### src/rtl/imem_fetch_ctrl.sv
// imem_fetch_ctrl: owns the PC, issues 1-cycle ROM reads and buffers returned words in a 2-entry skid FIFO
module imem_fetch_ctrl #(
  parameter int N = 31,
  parameter int ADDR_BITS = 10,
  parameter logic [N:0] RESET_PC = '0
) (
  input  logic                 clk,
  input  logic                 rst,
  input  logic                 fetch_en_i,
  input  logic                 redirect_valid_i,
  input  logic [N:0]           redirect_pc_i,
  output logic                 rom_en_o,
  output logic [ADDR_BITS-1:0] rom_addr_o,
  input  logic [N:0]           rom_data_i,
  output logic                 out_valid_o,
  input  logic                 out_ready_i,
  output logic [N:0]           out_instr_o,
  output logic [N:0]           out_pc_o
);
  typedef enum logic {IDLE, RUN} state_e;
  state_e state_q, state_d;
  logic [N:0] pc_q, pc_d, tag_q;
  logic [N:0] instr_q [2];
  logic [N:0] ipc_q [2];
  logic inflight_q, rd_q, wr_q, xfer, push;
  logic [1:0] count_q, count_d, occ;
  always_comb begin
    occ = count_q + {1'b0, inflight_q};
    out_valid_o = !rst && count_q != 2'd0;
    xfer = out_valid_o && out_ready_i;
    push = inflight_q && !redirect_valid_i;
    rom_en_o = !rst && state_q == RUN && fetch_en_i && !redirect_valid_i && (occ < 2'd2 || (occ == 2'd2 && xfer));
    state_d = redirect_valid_i ? state_q : (fetch_en_i ? RUN : IDLE);
    pc_d = redirect_valid_i ? (redirect_pc_i & ~(N+1)'(3)) : rom_en_o ? pc_q + (N+1)'(4) : pc_q;
    count_d = redirect_valid_i ? 2'd0 : count_q + {1'b0, push} - {1'b0, xfer};
    rom_addr_o = pc_q[ADDR_BITS+1:2];
    out_instr_o = out_valid_o ? instr_q[rd_q] : '0;
    out_pc_o = out_valid_o ? ipc_q[rd_q] : '0;
  end
  always_ff @(posedge clk) begin
    if (rst) begin
      state_q <= IDLE;
      pc_q <= RESET_PC;
      tag_q <= '0;
      inflight_q <= 1'b0;
      count_q <= 2'd0;
      rd_q <= 1'b0;
      wr_q <= 1'b0;
    end else begin
      state_q <= state_d;
      pc_q <= pc_d;
      inflight_q <= rom_en_o;
      count_q <= count_d;
      if (rom_en_o) tag_q <= pc_q;
      rd_q <= redirect_valid_i ? 1'b0 : rd_q ^ xfer;
      wr_q <= redirect_valid_i ? 1'b0 : wr_q ^ push;
    end
  end
  always_ff @(posedge clk) begin
    if (push) begin
      instr_q[wr_q] <= rom_data_i;
      ipc_q[wr_q] <= tag_q;
    end
  end
  // issue throttling guarantees the FIFO never has to absorb a third word
  assert property (@(posedge clk) disable iff (rst) occ <= 2'd2);
endmodule

### config.mk
export PLATFORM = sky130hd
export DESIGN_NAME = imem_fetch_ctrl
export DESIGN_NICKNAME = d
export VERILOG_FILES = /design/src/rtl/imem_fetch_ctrl.sv
export SDC_FILE = /design/constraint.sdc
export NUM_CORES = 1
export LEC_CHECK = 0
export CAP_MARGIN = 20
export CELL_PAD_IN_SITES_DETAIL_PLACEMENT = 0
export CELL_PAD_IN_SITES_GLOBAL_PLACEMENT = 1
export CORE_MARGIN = 2
export CORE_UTILIZATION = 30
export CTS_CLUSTER_DIAMETER = 40
export DETAILED_ROUTE_END_ITERATION = 10
export PLACE_DENSITY_LB_ADDON = 0.1
export SLEW_MARGIN = 30
export SYNTH_ARGS = -nofsm -noshare
export SYNTH_HDL_FRONTEND = slang
export SYNTH_SLANG_ARGS = --single-unit
### constraint.sdc
create_clock -name clk -period 5.7 [get_ports clk]
set_clock_uncertainty 0.05 [all_clocks]
set_input_delay 1.14 -clock clk [delete_from_list [all_inputs] [get_ports clk]]
set_output_delay 1.14 -clock clk [all_outputs]
set_load 0.05 [all_outputs]
==> impl_metrics.py <==
metrics = {
    "timing": {
        "hold_viol_final": 0,
        "rsz0062_at_grt": "no",
        "whs_ps": 409,
        "timing.fmax_mhz": 238,
        "finalCritPeriodShare": 0.736,
        "finalCriticalPeriod_ps": 4190,
        "tns_ps": 0,
        "tightest_slew_ps": 908,
        "setup_viol": 0,
        "maxSlewHeadroom": 0.394,
        "finalWorstSetupSlack_ps": 1510,
        "finalMaxSlewViolations": 0,
    },
    "clock_tree": {
        "clk_latency_ps": 420,
        "hold_buffers": 0,
        "cts_max_path_buffers": 2,
        "cts_sinks": 190,
        "path_clk_slew_ps": 70,
        "cts_setup_buffers": 0,
        "cts_root_buffer": "clkbuf_16",
        "htree_levels": 4,
        "ctsResizeCount": 0,
        "cts_tree": "built",
        "cts_inserted_buffers": 17,
    },
    "yosys": {
        "synth_flop_cell": "edfxtp_1",
        "synth-seq-area-share": 0.637,
        "synth-async-reset-ratio": 0,
        "avgSynthCellArea_um2": 11.6,
        "synth_warnings": 0,
        "ys_ff_latch": 190,
        "synth_edf_count": 124,
        "syn_inst": 685,
        "synthDistinctLibCells": 48,
        "netlist_area_um2": 7910,
    },
    "worst_setup_path": {
        "critPathKind": "in -> out",
        "crit_fanout": 72,
        "critPathArrivalTime_ps": 3000,
        "critPathMostFrequentCell": "buf_4",
        "critPathMaxStageDelay_ps": 610,
        "startpoint_type": "input pin",
        "timing.rr.start": "pc_q[3]",
        "path_cells": "buf_2 -> buf_4 -> and4bb_1 -> o22a_1 -> nand3_1 -> clkinv_1 -> buf_4",
        "r2r_end": "pc_q[14]",
        "endpoint_kind": "output port",
        "cp_slowest_cell": "buf_4",
        "worstRegToRegCells": 6,
        "crit_required_ps": 4510,
        "reg2reg_slack_ps": 2770,
    },
    "outcome": {
        "status": "complete, no violations",
    },
    "final_layout": {
        "final_nets": 872,
        "antenna_cells": 0,
        "stdcell_count": 1145,
        "drive_above_1_share": 0.0605,
        "fillers": 2568,
        "final_util": 0.390,
        "area_growth_pct": 28.1,
        "final_area_um2": 10100,
    },
    "min_path": {
        "hold_path.startpoint": "tag_q[12]",
        "hold_end": "ipc_q[1][12]",
        "hold_path_depth": 0,
        "hp-class": "reg -> reg",
    },
    "floorplanning": {
        "die_y_um": 166,
        "die_x_um": 166,
        "rows": 59,
        "die_area_um2": 27700,
        "start_util": 0.305,
        "core_um2": 26000,
        "io_pins": 145,
    },
    "placed_design": {
        "pre_cts_ws_ps": 1470,
        "gp_congestion": 0.709,
        "place_area_um2": 9540,
        "io_buffer_count": 140,
        "placedCellCount": 1111,
        "place_hpwl_um": 11700,
    },
    "detailed_routing": {
        "vias_per_cell": 4.73,
        "finalWirelength_um": 18300,
        "routed-via-count": 5413,
        "drt-initial-drc-count": 220,
        "ant_nets": 0,
        "first_pass_iters": 4,
        "drc": 0,
        "drt-wirelength-per-cell_um": 16.0,
    },
    "global_route": {
        "grt_pass1_wl_um": 29700,
        "grt_antenna_before_repair": 0,
        "grt_max_degree": 73,
        "grt_pass1_vias": 5536,
        "overflow": 0,
        "grt_usage": 0.134,
    },
    "power": {
        "p_total_mw": 2.76,
        "leakagePower_nw": 3.09,
        "peakVddDrop_mv": 0.169,
        "power.density_nw_per_um2": 272,
    },
    "flow_run": {
        "drv_cap": 0,
    },
}
==> worst max-delay path, delay by kind of cell <==
family | cells | cell delay (ps)
buffers and inverters | 4 | 1100
AND/OR/NAND/NOR | 2 | 440
AO/OA/AOI/OAI | 1 | 290
==> kinds of logic (layout without fill, tap and decap cells) <==
group | Yosys count | count (layout) | synth area share
and+or+nand+nor | 265 | 265 | 0.155
DFF | 190 | 190 | 0.637
AOI/OAI and AO/OA | 80 | 80 | 0.0644
buffers and inverters | 69 | 193 | 0.0398
muxes | 67 | 67 | 0.0852
xor gates and xnor gates | 7 | 7 | 0.00775
adders and majority gates | 6 | 6 | 0.00949
other | 1 | 2 | 0.000474
==> registers in the layout, summed over array words and instances, names as in the netlist <==
| signal | count |
|---|---|
| count_q | 2 |
| wr_q | 1 |
| instr_q | 64 |
| state_q | 1 |
| tag_q | 30 |
| rd_q | 1 |
| inflight_q | 1 |
| ipc_q | 60 |
| pc_q | 30 |
==> per-layer routing <==
| layer | wire length, µm | up-vias | track usage |
|---|---|---|---|
| met5 | 0 | - | 0 |
| met4 | 91 | 0 | 0.0322 |
| met3 | 793 | 4 | 0.0302 |
| met2 | 8900 | 138 | 0.229 |
| met1 | 8520 | 2589 | 0.173 |
| li1 | - | 2682 | - |
==> final cells by class <==
type | instances | area (µm²) | area share
Tap cell | 335 | 419 | 0.0413
Clock buffer | 18 | 429 | 0.0423
Timing Repair Buffer | 148 | 1490 | 0.147
Clock inverter | 14 | 120 | 0.0118
Inverter | 13 | 48.8 | 0.00481
Sequential cell | 190 | 5050 | 0.498
Multi-Input combinational cell | 427 | 2590 | 0.255
==> cells in the mapped netlist, types with 5 or more instances <==
| cell | count | share of area |
|---|---|---|
| edfxtp_1 | 124 | 0.47 |
| nand2_1 | 90 | 0.043 |
| nor2_1 | 85 | 0.040 |
| dfxtp_1 | 66 | 0.17 |
| mux2i_1 | 64 | 0.081 |
| a21oi_1 | 35 | 0.022 |
| clkbuf_1 | 31 | 0.015 |
| nor3_1 | 14 | 0.0089 |
| buf_4 | 12 | 0.011 |
| inv_1 | 12 | 0.0057 |
| nand3_1 | 12 | 0.0076 |
| a31oi_1 | 11 | 0.0087 |
| nand4_1 | 11 | 0.0087 |
| nor4_1 | 10 | 0.0079 |
| a211oi_1 | 9 | 0.0085 |
| buf_1 | 9 | 0.0043 |
| or4_1 | 8 | 0.0076 |
| nor2b_1 | 7 | 0.0055 |
| and4_1 | 6 | 0.0066 |
| ha_1 | 6 | 0.0095 |
| o211ai_1 | 5 | 0.0047 |
| xnor2_1 | 5 | 0.0055 |
==> layout by cell type (no fill, tap or decap), types with 3 or more instances in the layout <==
cell type,count
a2111oi_0,3
a211oi_1,9
a21oi_1,35
a22oi_1,4
a311o_1,3
a31oi_1,11
and2_1,4
and4_1,6
buf_4,7
clkbuf_16,17
clkdlybuf4s50_1,138
clkinv_1,3
clkinv_4,5
dfxtp_1,65
edfxtp_1,124
ha_1,4
inv_1,12
inv_6,4
inv_8,3
mux2_2,3
mux2i_1,64
nand2_1,90
nand2b_1,3
nand3_1,12
nand4_1,11
nor2_1,85
nor2b_1,7
nor3_1,14
nor3b_1,3
nor4_1,10
o211ai_1,5
o21ai_0,3
or2_2,3
or4_1,8
xnor2_1,5
==> how the worst max path moves through the flow <==
stage	start	to	slack, ps	cells past startpoint
floorplan	rst	rom_en_o	1900	6
global placement	rst	rom_en_o	1480	7
detailed placement	rst	rom_en_o	1470	7
CTS	rst	rom_en_o	1460	7
global route	rst	rom_en_o	1380	7
finish	rst	rom_en_o	1510	7
==> power by group <==
| group | internal [mW] | leakage, nW | switching [mW] |
|---|---|---|---|
| sequential | 1.47 | 1.58 | 0.0238 |
| clock | 0.574 | 0.271 | 0.541 |
| combinational | 0.0700 | 1.24 | 0.0733 |
| total | 2.12 | 3.09 | 0.638 |
No activity file was read; power rests on OpenSTA's default activity.
